## src/rtl/s3_feature_dispatch.sv

```systemverilog
// S3 feature-range dispatcher: splits [last_F, F3) into 2^CHUNK_LOG2-feature chunks, one per core.
// Optional macro S3_RANGE_CHECK_EN adds the range_err output and rejects malformed or oversized ranges.
module s3_feature_dispatch #(
  parameter int CHUNK_LOG2 = 6,
  parameter int N_CORE     = 64
) (
  input  logic        clk,
  input  logic        rst_n,
  input  logic        start,
  input  logic [11:0] last_F,
  input  logic [11:0] F3,
  output logic        disp_valid,
  input  logic        disp_ready,
  output logic [5:0]  core_id,
  output logic [11:0] f_begin,
  output logic [11:0] f_end,
  output logic        busy,
  output logic        done,
  output logic [6:0]  core_used
`ifdef S3_RANGE_CHECK_EN
  ,
  output logic        range_err
`endif
);

  localparam int          CHUNK     = 1 << CHUNK_LOG2;
  localparam logic [5:0]  LAST_CORE = 6'(N_CORE - 1);

  typedef enum logic [1:0] {IDLE, ISSUE, DONE} state_t;

  state_t      state;
  logic [11:0] lo;
  logic [11:0] hi;
  logic [6:0]  issued;
  logic        empty;
  logic [11:0] first_end;
  logic [5:0]  next_id;
  logic [11:0] next_begin;
  logic [11:0] next_end;

  function automatic logic [11:0] chunk_begin(input logic [11:0] base, input logic [5:0] idx);
    return 12'({1'b0, base} + ({7'd0, idx} << CHUNK_LOG2));
  endfunction

  // End is clamped to the range limit; the 13-bit sum keeps the final chunk from wrapping.
  function automatic logic [11:0] chunk_end(input logic [11:0] base, input logic [5:0] idx,
                                            input logic [11:0] lim);
    logic [12:0] b;
    logic [12:0] e;
    b = {1'b0, base} + ({7'd0, idx} << CHUNK_LOG2);
    e = b + 13'(CHUNK);
    return (e > {1'b0, lim}) ? lim : e[11:0];
  endfunction

`ifdef S3_RANGE_CHECK_EN
  localparam int SPAN_MAX = N_CORE << CHUNK_LOG2;
  logic [12:0] span;
  logic        bad;
  logic        err_pend;
  assign span  = {1'b0, F3} - {1'b0, last_F};
  assign bad   = (last_F > F3) || (int'(span) > SPAN_MAX);
  assign empty = (last_F >= F3) || bad;
`else
  assign empty = (last_F >= F3);
`endif

  assign first_end  = chunk_end(last_F, 6'd0, F3);
  assign next_id    = core_id + 6'd1;
  assign next_begin = chunk_begin(lo, next_id);
  assign next_end   = chunk_end(lo, next_id, hi);

  // Range bounds only matter while a job is active, so they carry no reset.
  always_ff @(posedge clk) begin
    if (state == IDLE && start) begin
      lo <= last_F;
      hi <= F3;
    end
  end

  always_ff @(posedge clk or negedge rst_n) begin
    if (!rst_n) begin
      state      <= IDLE;
      disp_valid <= 1'b0;
      busy       <= 1'b0;
      done       <= 1'b0;
      core_id    <= 6'd0;
      f_begin    <= 12'd0;
      f_end      <= 12'd0;
      core_used  <= 7'd0;
      issued     <= 7'd0;
`ifdef S3_RANGE_CHECK_EN
      range_err  <= 1'b0;
      err_pend   <= 1'b0;
`endif
    end else begin
      done <= 1'b0;
      case (state)
        IDLE: begin
          if (start) begin
            busy    <= 1'b1;
            issued  <= 7'd0;
            core_id <= 6'd0;
`ifdef S3_RANGE_CHECK_EN
            range_err <= 1'b0;
            err_pend  <= bad;
`endif
            if (empty) begin
              state <= DONE;
            end else begin
              state      <= ISSUE;
              disp_valid <= 1'b1;
              f_begin    <= last_F;
              f_end      <= first_end;
            end
          end
        end
        ISSUE: begin
          // The next chunk is loaded on the accepting edge, so back-to-back accepts have no bubble.
          if (disp_ready) begin
            issued <= issued + 7'd1;
            if (f_end == hi || core_id == LAST_CORE) begin
              state      <= DONE;
              disp_valid <= 1'b0;
            end else begin
              core_id <= next_id;
              f_begin <= next_begin;
              f_end   <= next_end;
            end
          end
        end
        DONE: begin
          done      <= 1'b1;
          busy      <= 1'b0;
          core_used <= issued;
          state     <= IDLE;
`ifdef S3_RANGE_CHECK_EN
          range_err <= err_pend;
`endif
        end
        default: state <= IDLE;
      endcase
    end
  end

endmodule
```

## config.mk

```make
export PLATFORM = sky130hd
export DESIGN_NAME = s3_feature_dispatch
export DESIGN_NICKNAME = d
export VERILOG_FILES = /design/src/rtl/s3_feature_dispatch.sv
export SDC_FILE = /design/constraint.sdc
export NUM_CORES = 1
export LEC_CHECK = 0
export CAP_MARGIN = 20
export CORE_ASPECT_RATIO = 0.7
export CORE_UTILIZATION = 35
export DETAILED_ROUTE_END_ITERATION = 10
export DONT_BUFFER_PORTS = 1
export PLACE_DENSITY = 0.58
export RECOVER_POWER = 25
export REMOVE_ABC_BUFFERS = 1
export SLEW_MARGIN = 20
export SYNTH_ARGS = -nofsm -noshare
export SYNTH_HDL_FRONTEND = slang
export SYNTH_SLANG_ARGS = --single-unit
```

## constraint.sdc

```tcl
create_clock -name clk -period 13.25 [get_ports clk]
set_clock_uncertainty 0.15 [all_clocks]
set_input_delay 2.65 -clock clk [delete_from_list [all_inputs] [get_ports clk]]
set_output_delay 2.65 -clock clk [all_outputs]
set_load 0.02 [all_outputs]
```

## Yosys cells after proc, flatten, opt, wreduce, memory -nomap -nowiden

Cells that the tools add are included.

| word-level totals | value |
|---|---|
| register bits after elaboration | 73 |
| bits in latches | 0 |
| memory bits (writable) | 0 |
| bits in read-only memories | 0 |
| input bits | 28 |
| output and inout bits | 40 |
| logic and storage cells | 71 |
| memories kept | 0 |

| cells by class | value |
|---|---|
| $add $sub $neg | 5 |
| multipliers | 0 |
| div/mod/pow operators | 0 |
| magnitude comparators | 3 |
| equality and inequality tests | 9 |
| shifts and indexed selects | 0 |
| muxes and demuxes | 32 |
| bitwise operators | 0 |
| reduce and logical (&&, ||, !) cells | 11 |

Operators by type and width:

| cell | count |
|---|---|
| 12-bit 2-to-1 mux | 10 |
| 12-bit case mux with 2 select lines | 2 |
| 13-bit by 12-bit greater-than comparator with 1-bit output | 2 |
| 6-bit 2-to-1 mux | 3 |
| 7-bit 2-to-1 mux | 2 |
| 7-bit case mux with 2 select lines | 1 |
| 12-bit by 12-bit adder with 13-bit output | 1 |
| 12-bit by 7-bit adder with 13-bit output (second input constant) | 1 |
| 13-bit by 7-bit adder with 13-bit output (second input constant) | 1 |
| 12-bit == test | 1 |
| 12-bit >= comparator | 1 |
| 6-bit case mux with 2 select lines | 1 |
| 2-bit != test (second input constant) | 5 |
| 5-bit AND reduction | 2 |
| 2-bit 2-to-1 mux | 4 |
| 7-bit by 1-bit adder with 7-bit output (second input constant) | 1 |
| 6-bit by 1-bit adder with 6-bit output (second input constant) | 1 |
| 6-bit == test (second input constant) | 1 |
| 1-bit 2-to-1 mux | 6 |
| 3-bit AND reduction | 2 |
| 1-bit case mux with 2 select lines | 2 |
| 2-bit case mux with 2 select lines | 1 |
| 4-bit AND reduction | 1 |
| 2-bit nonzero test | 2 |
| other kinds (6) | 6 |

## Longest topological paths before layout

Gate-level depths: netlist (run 1).

| logic depth | value |
|---|---|
| depth after elaboration | 8 |
| gate-level depth with buffers | 18 |
| gate-level depth less buffers | 17 |

## Least setup slack after synthesis (run 1)

No wires, ideal clock.

| path | value |
|---|---|
| path kind | input-to-reg |
| from | input last_F[6] |
| to | register f_end[3] |
| setup time | 0.104 ns |
| arrival time | 4.723 ns |
| data required time | 12.996 ns |
| setup slack | 8.273 ns |
| cell stages on the path | 12 |
| buffers on the path | 1 |
| cells stage by stage | ha_1 nand3_1 xnor2_1 ha_1 a2111oi_0 o21ai_0 nand2_1 a21o_1 buf_2 a31oi_1 a21boi_0 a221oi_1 |

| between the ends | value |
|---|---|
| cells in the longest elaborated chain, start to end | 6 |
| elaborated cells between the ends (all ways) | 9 |
| those cells by class | add/sub (1); order compare (2); eq/ne (1); mux (4); reduce/logical (1) |

Ends and longest elaborated chain:

| item | line | RTL |
|---|---|---|
| start: declaration | 10 | `input logic [11:0] last_F,` |
| 12-bit by 7-bit adder with 13-bit output | 51 | `e = b + 13'(CHUNK);` |
| 13-bit by 12-bit greater-than comparator with 1-bit output | 52 | `return (e > {1'b0, lim}) ? lim : e[11:0];` |
| 12-bit 2-to-1 mux | 52 |  |
| 12-bit 2-to-1 mux | 107 | `if (empty) begin` |
| 12-bit 2-to-1 mux | 99 | `if (start) begin` |
| 12-bit case mux with 2 select lines | 97 | `case (state)` |
| end signal: assignment | 113 | `f_end <= first_end;` |
| end signal: assignment | 127 | `f_end <= next_end;` |
| end: declaration | 16 | `output logic [11:0] f_end,` |

Several ways; a longest one is shown, not always the timed one. The select of a mux whose other input is x is not followed.
A chain may end at the register's enable or synchronous reset.

## Worst setup path in the final report (run 1)

| path | value |
|---|---|
| from | register core_id[0] |
| to | register f_end[1] |

| between the ends | value |
|---|---|
| cells in the longest elaborated chain, start to end | 8 |
| elaborated cells between the ends (all ways) | 12 |
| those cells by class | add/sub (3); order compare (1); eq/ne (2); mux (4); reduce/logical (2) |

Ends and longest elaborated chain:

| item | line | RTL |
|---|---|---|
| start: declaration | 14 | `output logic [5:0] core_id,` |
| start signal: assignment | 125 | `core_id <= next_id;` |
| 6-bit by 1-bit adder with 6-bit output | 68 | `assign next_id = core_id + 6'd1;` |
| 12-bit by 12-bit adder with 13-bit output | 50 | `b = {1'b0, base} + ({7'd0, idx} << CHUNK_LOG2);` |
| 13-bit by 7-bit adder with 13-bit output | 51 |  |
| 13-bit by 12-bit greater-than comparator with 1-bit output | 52 |  |
| 12-bit 2-to-1 mux | 52 |  |
| 12-bit 2-to-1 mux | 121 | `if (f_end == hi \|\| core_id == LAST_CORE) begin` |
| 12-bit 2-to-1 mux | 119 | `if (disp_ready) begin` |
| 12-bit case mux with 2 select lines | 97 |  |

Several ways; a longest one is shown, not always the timed one. The select of a mux whose other input is x is not followed.

==> impl_results.md, run 1 <==
* Gp weighted congestion at 0.9277
* Ys async rst share at 67.12%
* Worst hold stages at 1
* Hold-fix buffers, CTS at 0
* DRT Wirelength at 14200 um
* Req. time, crit path at 13290 ps
* Worst r2r src: core_id[0]$_DFFE_PN0P_
* Compound-cell area share of the yosys netlist at 19.91%
* F_max at 0.1855 GHz
* Cell Area, Synth at 4913 sq um
* Reg2reg end: f_end[1]$_DFFE_PN0P_
* Fillcell total at 1332
* DRC viols at 0
* Cell count after synthesis at 522
* Status: finished clean
* Highest-count cells in the layout ignoring fill and taps: 59 x nand2_1, 49 x dfrtp_1, 42 x ha_1, 41 x nor2_1, 39 x inv_1
* HPWL after detailed placement at 10840 um
* Mux cell area share after synthesis at 2.241%
* Post-DRT Antenna Nets at 0
* Hold path endpoint: core_used[6]$_DFFE_PN0P_
* Worst-Margin Slew at 840.4 ps
* Crit-path max FO at 12
* PortBufs at 0
* 1st-pass router iterations at 5
* Final Max Slew Viols at 0
* Die X at 143.6 um
* Total GRT Usage at 20.61%
* Post-Synth XOR/XNOR Area at 6.417%
* Initial Util at 36.55%
* Synth top area share at 24.96%
* Static Leak at 2.360 nW
* Initial antenna violation count at 0
* Main combinational cell family by area after synthesis: compound AO/OA/AOI/OAI gates
* Setup crit end kind: register
* Post-Synth Adder-Cell Area at 11.10%
* Setup_tns at 0 ps
* Synth area leader: dfrtp_1
* Seq/Total Area, Yosys at 39.62%
* Placement row count at 35
* Vias at 4028
* CP max stage delay at 590 ps
* Commonest non-fill, non-tap cell in the layout: nand2_1
* Min cycle time layout at 5392 ps
* Root Buffer: clkbuf_16
* Fraction of layout cells with a size suffix above 1 at 9.316%
* Detailed router's first-iteration violation count at 311
* Bufs on Longest Clock Path at 2
* Max-Cap Viols at 0
* CTS Buf Count at 9
* First-pass GRT wire length at 22180 um
* Vias in the first global route at 3878
* Antenna cells at 0
* H-tree depth at 3
* Hold Crit Class: reg2reg
* IO Pins at 68
* GR Overflow Total at 0
* Worst EP arrival at 5440 ps
* CP Class: reg2reg
* Worst R2R Path Depth at 17
* Synth warn at 0
* Most area-consuming cells after synthesis: dfrtp_1 25%, edfxtp_1 15%, ha_1 11%
* Worst Setup Start Kind: register
* Post-synth EDFFs at 24
* Slowest-stage cell, CP: nor4_4
* Slew HR at 43.60%
* WP buf/inv at 1
* # placed instances at 695
* Max VDD drop at 0.07883 mV
* Post_cts resized at 0
* Synthesized flop and latch total at 73
* Final setup fails at 0
* Total Die Area at 14520 sq um
* Period utilization at 40.69%
* Area growth syn-to-layout at 9.880%
* Hold Fails Final Rpt at 0
* Crit path cell chain: ha_1, and3_1, xor2_1, ha_1, a21boi_0, nor4_4, nand2_1, xnor2_1, ha_1, and2_1, nand4_1, or4_1, o21ai_1, buf_4, o221ai_1, a31oi_1, a221oi_1
* Syn avg cell area at 9.413 sq um
* Nets at 592
* PwrDens at 250.3 nW/um^2
* Largest net degree at the start of global routing at 50
* Number of clock sinks at 73
* Synth cell types at 72
* Vias per inst at 5.665
* CTS tree: done
* Clock insertion delay at the later pin of the skew report at 340 ps
* Clk pin slew, worst setup/hold paths at 60 ps
* Top Family by Delay on Critical Path: simple AND/OR/NAND/NOR gates
* Routed wire per std cell at 19.97 um
* CORE AREA at 13440 sq um
* Die Y at 101.1 um
* Most used cell, CP: ha_1
* Simple-Gate Fraction of Synth Area at 15.89%
* Hold_sp: issued[6]$_DFFE_PN0P_
* Worst R2R Setup Slack at 7860 ps
* Post-CTS Setup Repair Bufs at 0
* Synth Flop Type: dfrtp_1
* Final Non-Filler Cells at 711
* RSZ-0062 raised after global routing: false
==> kinds of logic (layout without fill, tap and decap cells) <==
kind of cell / Yosys count / count (layout)
AO/OA/AOI/OAI: 140 / 140
XOR/XNOR: 33 / 33
adder cells (fa/ha/maj): 43 / 43
buffers and inverters: 58 / 62
flip-flops: 73 / 73
multiplexers: 10 / 10
AND/OR/NAND/NOR: 165 / 165
==> through the flow <==
stage	util [%]	hold WS [ps]	instance area, sq um	setup WS (ps)	power (mW)
floorplan	-	346.2	4827	8134	0.9089
global placement	37.98	373.7	5106	7678	1.093
detailed placement	37.98	386.5	5106	7672	1.102
CTS	40.14	400.1	5396	7881	1.349
global route	40.16	415.2	5399	7445	1.448
finish	40.16	392.0	5399	7858	1.351
==> Yosys cell counts (5+ instances only) <==
master and count:
o21ai_0 24, a211oi_1 5, nor3_1 10, clkbuf_1 8, a221oi_1 5, edfxtp_1 24
a21oi_1 25, ha_1 42, o221ai_1 6, buf_2 6, nor2_1 42, and3_1 6
mux2_2 8, dfrtp_1 49, inv_1 39, xnor2_1 21, xor2_1 10, o2111ai_1 5
or2_2 5, nand2_1 59, a21boi_0 7, nand4_1 7, nand3_1 15, a31oi_1 23
==> sequential cells by signal (all words and copies together), names as in the netlist <==
| name | count |
|---|---|
| busy | 1 |
| core_id | 6 |
| core_used | 7 |
| disp_valid | 1 |
| done | 1 |
| f_begin | 12 |
| f_end | 12 |
| hi | 12 |
| issued | 7 |
| lo | 12 |
| state | 2 |
==> area by class of cell <==
class                           instances  area, sq um  area share, %
Multi-Input combinational cell        391         2735          50.66
Sequential cell                        73         1947          36.06
Clock buffer                           12        267.8          4.959
Tap cell                              185        231.5          4.287
Inverter                               40        150.1          2.781
Timing Repair Buffer                    6        45.04         0.8343
Clock inverter                          4        22.52         0.4171
==> where the power goes <==
part	switching (mW)	internal [mW]	leakage, nW
logic	0.402	0.269	1.39
registers	0.136	0.306	0.823
clock network	0.0952	0.143	0.148
total	0.633	0.718	2.36
==> layer usage <==
layer,global-route usage (%),routed length [um],part of all wire [%]
met5,0,0,0
met4,4.419,76,0.54
met3,6.761,1507,11
met2,27.97,5556,39
met1,31.16,7061,50
==> worst max path at each step <==
stage                            from                   end  slack, ps  cells past startpoint
2_1_floorplan                  F3[10]  f_end[0]$_DFFE_PN0P_       8130                      9
3_3_place_gp                last_F[6]  f_end[2]$_DFFE_PN0P_       7680                     11
3_5_place_dp                last_F[6]  f_end[2]$_DFFE_PN0P_       7670                     11
4_1_cts        core_id[0]$_DFFE_PN0P_  f_end[1]$_DFFE_PN0P_       7880                     17
5_1_grt        core_id[0]$_DFFE_PN0P_  f_end[9]$_DFFE_PN0P_       7450                     16
6_report       core_id[0]$_DFFE_PN0P_  f_end[1]$_DFFE_PN0P_       7860                     17
Note: power is estimated with default switching activity, not from simulation.
==> run 2, diff against run 1 <==
==> constraint.sdc (replaced) <==
create_clock -name clk -period 5.1 [get_ports clk]
set_clock_uncertainty 0.15 [all_clocks]
set_input_delay 1.02 -clock clk [delete_from_list [all_inputs] [get_ports clk]]
set_output_delay 1.02 -clock clk [all_outputs]
set_load 0.02 [all_outputs]
==> run 2 against run 1 <==
Cell area is 1.9% higher. Via count up 2.2%. Worst hold slack got worse by 180 ps. Combinational power rose to 2.7 times the previous value. Maximum frequency is 15% higher. Non-clock buffer count up 5. Utilization rose by 0.74 points. Sequential cell count stayed put. Critical path type unchanged. Critical endpoint is now f_end[9]$_DFFE_PN0P_.
==> impl_results.md, run 2 (synthesized netlist as in run 1, its figures left out) <==
* Status: finished clean
* Final setup fails at 0
* Bufs on Longest Clock Path at 2
* Post-CTS Setup Repair Bufs at 0
* Commonest non-fill, non-tap cell in the layout: nand2_1
* Worst r2r src: core_id[0]$_DFFE_PN0P_
* HPWL after detailed placement at 11360 um
* Routed wire per std cell at 20.88 um
* DRC viols at 0
* Min cycle time layout at 4679 ps
* Hold-fix buffers, CTS at 0
* Vias at 4115
* Area of the multi-input gates at 2733 sq um
* 1st-pass router iterations at 5
* RSZ-0062 raised after global routing: false
* Crit path cell chain: ha_1, and3_1, xor2_1, ha_1, a21oi_1, nand2_1, xor2_1, xnor2_1, ha_1, and2_1, nand4_1, or4_1, o21ai_1, buf_4, o21ai_0, a311oi_1, a31oi_1
* Setup crit end kind: register
* Fraction of layout cells with a size suffix above 1 at 10.17%
* Finished Core Util at 40.90%
* Hold Worst Slack at 215.5 ps
* Clock insertion delay at the later pin of the skew report at 350 ps
* Max VDD drop at 0.2123 mV
* CORE AREA at 13440 sq um
* Placement row count at 35
* Final Max Slew Viols at 0
* Slowest-stage cell, CP: or4_1
* Area growth syn-to-layout at 11.92%
* DRT Wirelength at 14950 um
* Total GRT Usage at 22.15%
* Clk pin slew, worst setup/hold paths at 70 ps
* Total Die Area at 14520 sq um
* Reg2reg end: f_end[9]$_DFFE_PN0P_
* CP Class: reg2reg
* CP max stage delay at 560 ps
* First-pass GRT wire length at 23760 um
* Worst-Margin Slew at 781.7 ps
* Gp weighted congestion at 0.8889
* Antenna cells at 0
* Highest-count cells in the layout ignoring fill and taps: 59 x nand2_1, 49 x dfrtp_1, 42 x nor2_1, 42 x ha_1, 39 x inv_1
* Max-Cap Viols at 0
* IO Pins at 68
* Detailed router's first-iteration violation count at 273
* H-tree depth at 3
* Post-DRT Antenna Nets at 0
* PwrDens at 668.8 nW/um^2
* Initial Util at 36.55%
* PortBufs at 0
* Number of clock sinks at 73
* CTS Buf Count at 9
* Static Leak at 2.409 nW
* CTS tree: done
* Slew HR at 47.78%
* Worst Setup Start Kind: register
* Root Buffer: clkbuf_16
* Reg area at 1947 sq um
* Worst R2R Path Depth at 17
* Hold Crit Class: in2async
* Largest net degree at the start of global routing at 50
* Hold Fails Final Rpt at 0
* Post_cts resized at 0
* Die Y at 101.1 um
* Worst R2R Setup Slack at 420 ps
* Crit-path max FO at 14
* Worst EP arrival at 4750 ps
* Period utilization at 91.75%
* Vias in the first global route at 4135
* Vias per inst at 5.747
* Setup_tns at 0 ps
* Initial antenna violation count at 0
* GR Overflow Total at 0
* Die X at 143.6 um
* Nets at 597
* Most used cell, CP: ha_1
* F_max at 0.2137 GHz
* Req. time, crit path at 5170 ps
* Fillcell total at 1326
* Total chip power at 3.678 mW
[run 2: where the power goes]
part	switching [mW]	leakage, nW	total [mW]	internal, mW
Sequential	0.342	0.823	1.14	0.796
Combinational	1.08	1.42	1.83	0.744
Clock	0.260	0.170	0.714	0.454
Total	1.68	2.41	3.68	1.99
[run 2: worst max-delay path, delay by kind of cell, from the launching register on]
family	cells	cell delay, ps
DFF	1	530
adders and majority gates	3	890
and+or+nand+nor	5	1230
xor gates and xnor gates	3	600
AOI/OAI and AO/OA	5	930
buffers and inverters	1	230
[run 2: through the flow]
step                worst slack [ps]  cell area (sq um)  std cells
floorplan                      269.5               4827        504
global placement               658.8               5156        700
detailed placement             452.2               5156        700
CTS                            426.2               5499        716
global route                   157.0               5499        716
finish                         421.0               5499        716
[run 2: how the worst max path moves through the flow]
stage | start | endpoint | slack, ps | cells after the start
3_5_place_dp | core_id[0]$_DFFE_PN0P_ | f_end[9]$_DFFE_PN0P_ | 450 | 17
3_3_place_gp | core_id[0]$_DFFE_PN0P_ | f_end[9]$_DFFE_PN0P_ | 660 | 17
5_1_grt | core_id[0]$_DFFE_PN0P_ | f_end[4]$_DFFE_PN0P_ | 160 | 17
6_report | core_id[0]$_DFFE_PN0P_ | f_end[9]$_DFFE_PN0P_ | 420 | 17
4_1_cts | core_id[0]$_DFFE_PN0P_ | f_end[9]$_DFFE_PN0P_ | 430 | 17
2_1_floorplan | core_id[0]$_DFFE_PN0P_ | f_end[9]$_DFFE_PN0P_ | 270 | 16
[run 2: metal layers]
layer  track usage [%]  part of all wire, %
met4             6.383                  1.1
met1             31.78                   49
met5                 0                    0
met2             31.67                   40
met3             6.950                  9.3
[run 2: layout make-up]
type,instances,share of cell area (%)
clock buffers,12,5.256
flip-flops and latches,73,35.40
repair buffers,11,1.729
well taps,185,4.209
inverters,40,2.730
multi-input cells,391,49.69
clock inverters,4,0.9784
==> run 3, diff against run 2 <==
--- a/config.mk
+++ b/config.mk
@@ -10,7 +10,7 @@
 export CORE_UTILIZATION = 35
 export DETAILED_ROUTE_END_ITERATION = 10
 export DONT_BUFFER_PORTS = 1
-export PLACE_DENSITY = 0.58
+export PLACE_DENSITY = 0.54
 export RECOVER_POWER = 25
 export REMOVE_ABC_BUFFERS = 1
 export SLEW_MARGIN = 20
==> constraint.sdc (replaced) <==
create_clock -name clk -period 4.1 [get_ports clk]
set_clock_uncertainty 0.15 [all_clocks]
set_input_delay 0.82 -clock clk [delete_from_list [all_inputs] [get_ports clk]]
set_output_delay 0.82 -clock clk [all_outputs]
set_load 0.02 [all_outputs]
==> run 3 against run 2 <==
Sequential cell count unchanged. Via count up 4.6%. Sequential power up 23%. Largest cell class unchanged. Total power up 53%. Highest routed layer unchanged. Register-to-register slack worse by 400 ps. Clock power up 36%. Critical path type unchanged.
==> impl_results.md, run 3 (synthesized netlist as in run 1, its figures left out) <==
* Vias per inst at 5.641
* Total GRT Usage at 22.03%
* Min cycle time layout at 4081 ps
* Total Die Area at 14520 sq um
* PwrDens at 901.9 nW/um^2
* Hold Crit Class: in2async
* Highest-count cells in the layout ignoring fill and taps: 59 x nand2_1, 51 x buf_4, 47 x dfrtp_1, 41 x nor2_1, 36 x inv_1
* DRT Wirelength at 15600 um
* Vias in the first global route at 4161
* Number of clock sinks at 73
* Final Max Slew Viols at 0
* Initial Util at 36.55%
* Max VDD drop at 0.3486 mV
* Area of placed instances at 5411 sq um
* Worst R2R Setup Slack at 20 ps
* Detailed router's first-iteration violation count at 297
* Fraction of layout cells with a size suffix above 1 at 24.74%
* Area growth syn-to-layout at 27.07%
* Commonest non-fill, non-tap cell in the layout: nand2_1
* First-pass GRT wire length at 23730 um
* Status: finished clean
* CP Class: reg2reg
* Final Non-Filler Cells at 763
* PortBufs at 0
* Setup crit end kind: register
* Dpl ws at -314.4 ps
* Cell area after layout at 6243 sq um
* Gp weighted congestion at 0.8476
* Fillcell total at 1269
* Initial antenna violation count at 0
* Reg area at 1949 sq um
* Period utilization at 99.53%
* Die Y at 101.1 um
* Worst Setup Start Kind: register
* Hold Worst Slack at 24.03 ps
* Worst-Margin Slew at 905.3 ps
* RSZ-0062 raised after global routing: true
* Root Buffer: clkbuf_16
* Clock insertion delay at the later pin of the skew report at 340 ps
* F_max at 0.2451 GHz
* Total chip power at 5.631 mW
* IO Pins at 68
* Nets at 644
* Clk pin slew, worst setup/hold paths at 60 ps
* Bufs on Longest Clock Path at 2
* Die X at 143.6 um
* Finished Core Util at 46.44%
* H-tree depth at 3
* Hold Fails Final Rpt at 0
* Routed wire per std cell at 20.45 um
* Max-Cap Viols at 0
* Area of the multi-input gates at 3074 sq um
* CTS tree: done
* Worst R2R Path Depth at 21
* Final setup fails at 0
* Placement row count at 35
* Static Leak at 2.687 nW
* Setup_tns at 0 ps
* CTS Buf Count at 9
* GR Overflow Total at 0
* HPWL after detailed placement at 11390 um
* Worst EP arrival at 4140 ps
* DRC viols at 0
* # placed instances at 734
* Worst r2r src: core_id[0]$_DFFE_PN0P_
* Reg2reg end: f_end[8]$_DFFE_PN0P_
* Slew HR at 39.65%
* Fin worst setup slack at 19.45 ps
* CORE AREA at 13440 sq um
* Req. time, crit path at 4160 ps
* 1st-pass router iterations at 5
* Crit-path max FO at 5
* Post-DRT Antenna Nets at 0
* Largest net degree at the start of global routing at 50
* Vias at 4304
* Antenna cells at 0
## run 3: per-layer routing
metal / track usage [%] / vias to the layer above / routed length [um]
li1: - / 2010 / -
met1: 32.28 / 2093 / 7501
met2: 31.25 / 182 / 6470
met3: 6.619 / 19 / 1430
met4: 5.483 / 0 / 197
met5: 0 / - / 0
## run 3: worst max-delay path, cell delays in order, from the launching register on
cell      delay (ps)
dfrtp_2          450
buf_6            140
inv_4             50
ha_4             130
inv_2             30
fa_2             330
nand3b_1         200
buf_4            170
a21boi_4         160
nor2_1           100
xor2_1           180
ha_1             320
buf_4            110
and2_4           130
nand4_1          110
buf_4            170
a211oi_4         260
o21ai_4          110
buf_6            150
a22o_1           210
a22oi_1          170
o221ai_1         130
## run 3: final cells by class
cell class / count / area share (%)
inverter: 40 / 2.445
sequential: 73 / 31.22
multi-input combinational: 391 / 49.24
timing repair buffer: 58 / 7.515
clock inverter: 7 / 2.265
clock buffer: 9 / 3.607
tap: 185 / 3.707
## run 3: worst max-delay path by stage
| stage | start | end | slack, ps | cells after the start |
|---|---|---|---|---|
| 3_3_place_gp | core_id[0]$_DFFE_PN0P_ | f_end[9]$_DFFE_PN0P_ | -200 | 18 |
| 2_1_floorplan | core_id[0]$_DFFE_PN0P_ | f_end[9]$_DFFE_PN0P_ | -730 | 16 |
| 5_1_grt | core_id[1]$_DFFE_PN0P_ | f_end[8]$_DFFE_PN0P_ | -140 | 19 |
| 3_5_place_dp | core_id[0]$_DFFE_PN0P_ | f_end[2]$_DFFE_PN0P_ | -310 | 18 |
| 6_report | core_id[0]$_DFFE_PN0P_ | f_end[8]$_DFFE_PN0P_ | 20 | 21 |
| 4_1_cts | core_id[0]$_DFFE_PN0P_ | f_end[2]$_DFFE_PN0P_ | 3 | 16 |
## run 3: where the power goes
group	switching [mW]	internal (mW)
logic	1.68	1.57
registers	0.409	0.992
clock network	0.317	0.657
total	2.41	3.22
## run 3: repair_timing
item / CTS / global route
gates resized for setup: 17 / 49
hold buffers: 0 / 1
setup endpoints to repair: 12 / 12
hold endpoints to repair: 0 / 2
setup buffers: 3 / 7
gates cloned: 2 / 0
pin swaps: 10 / 18
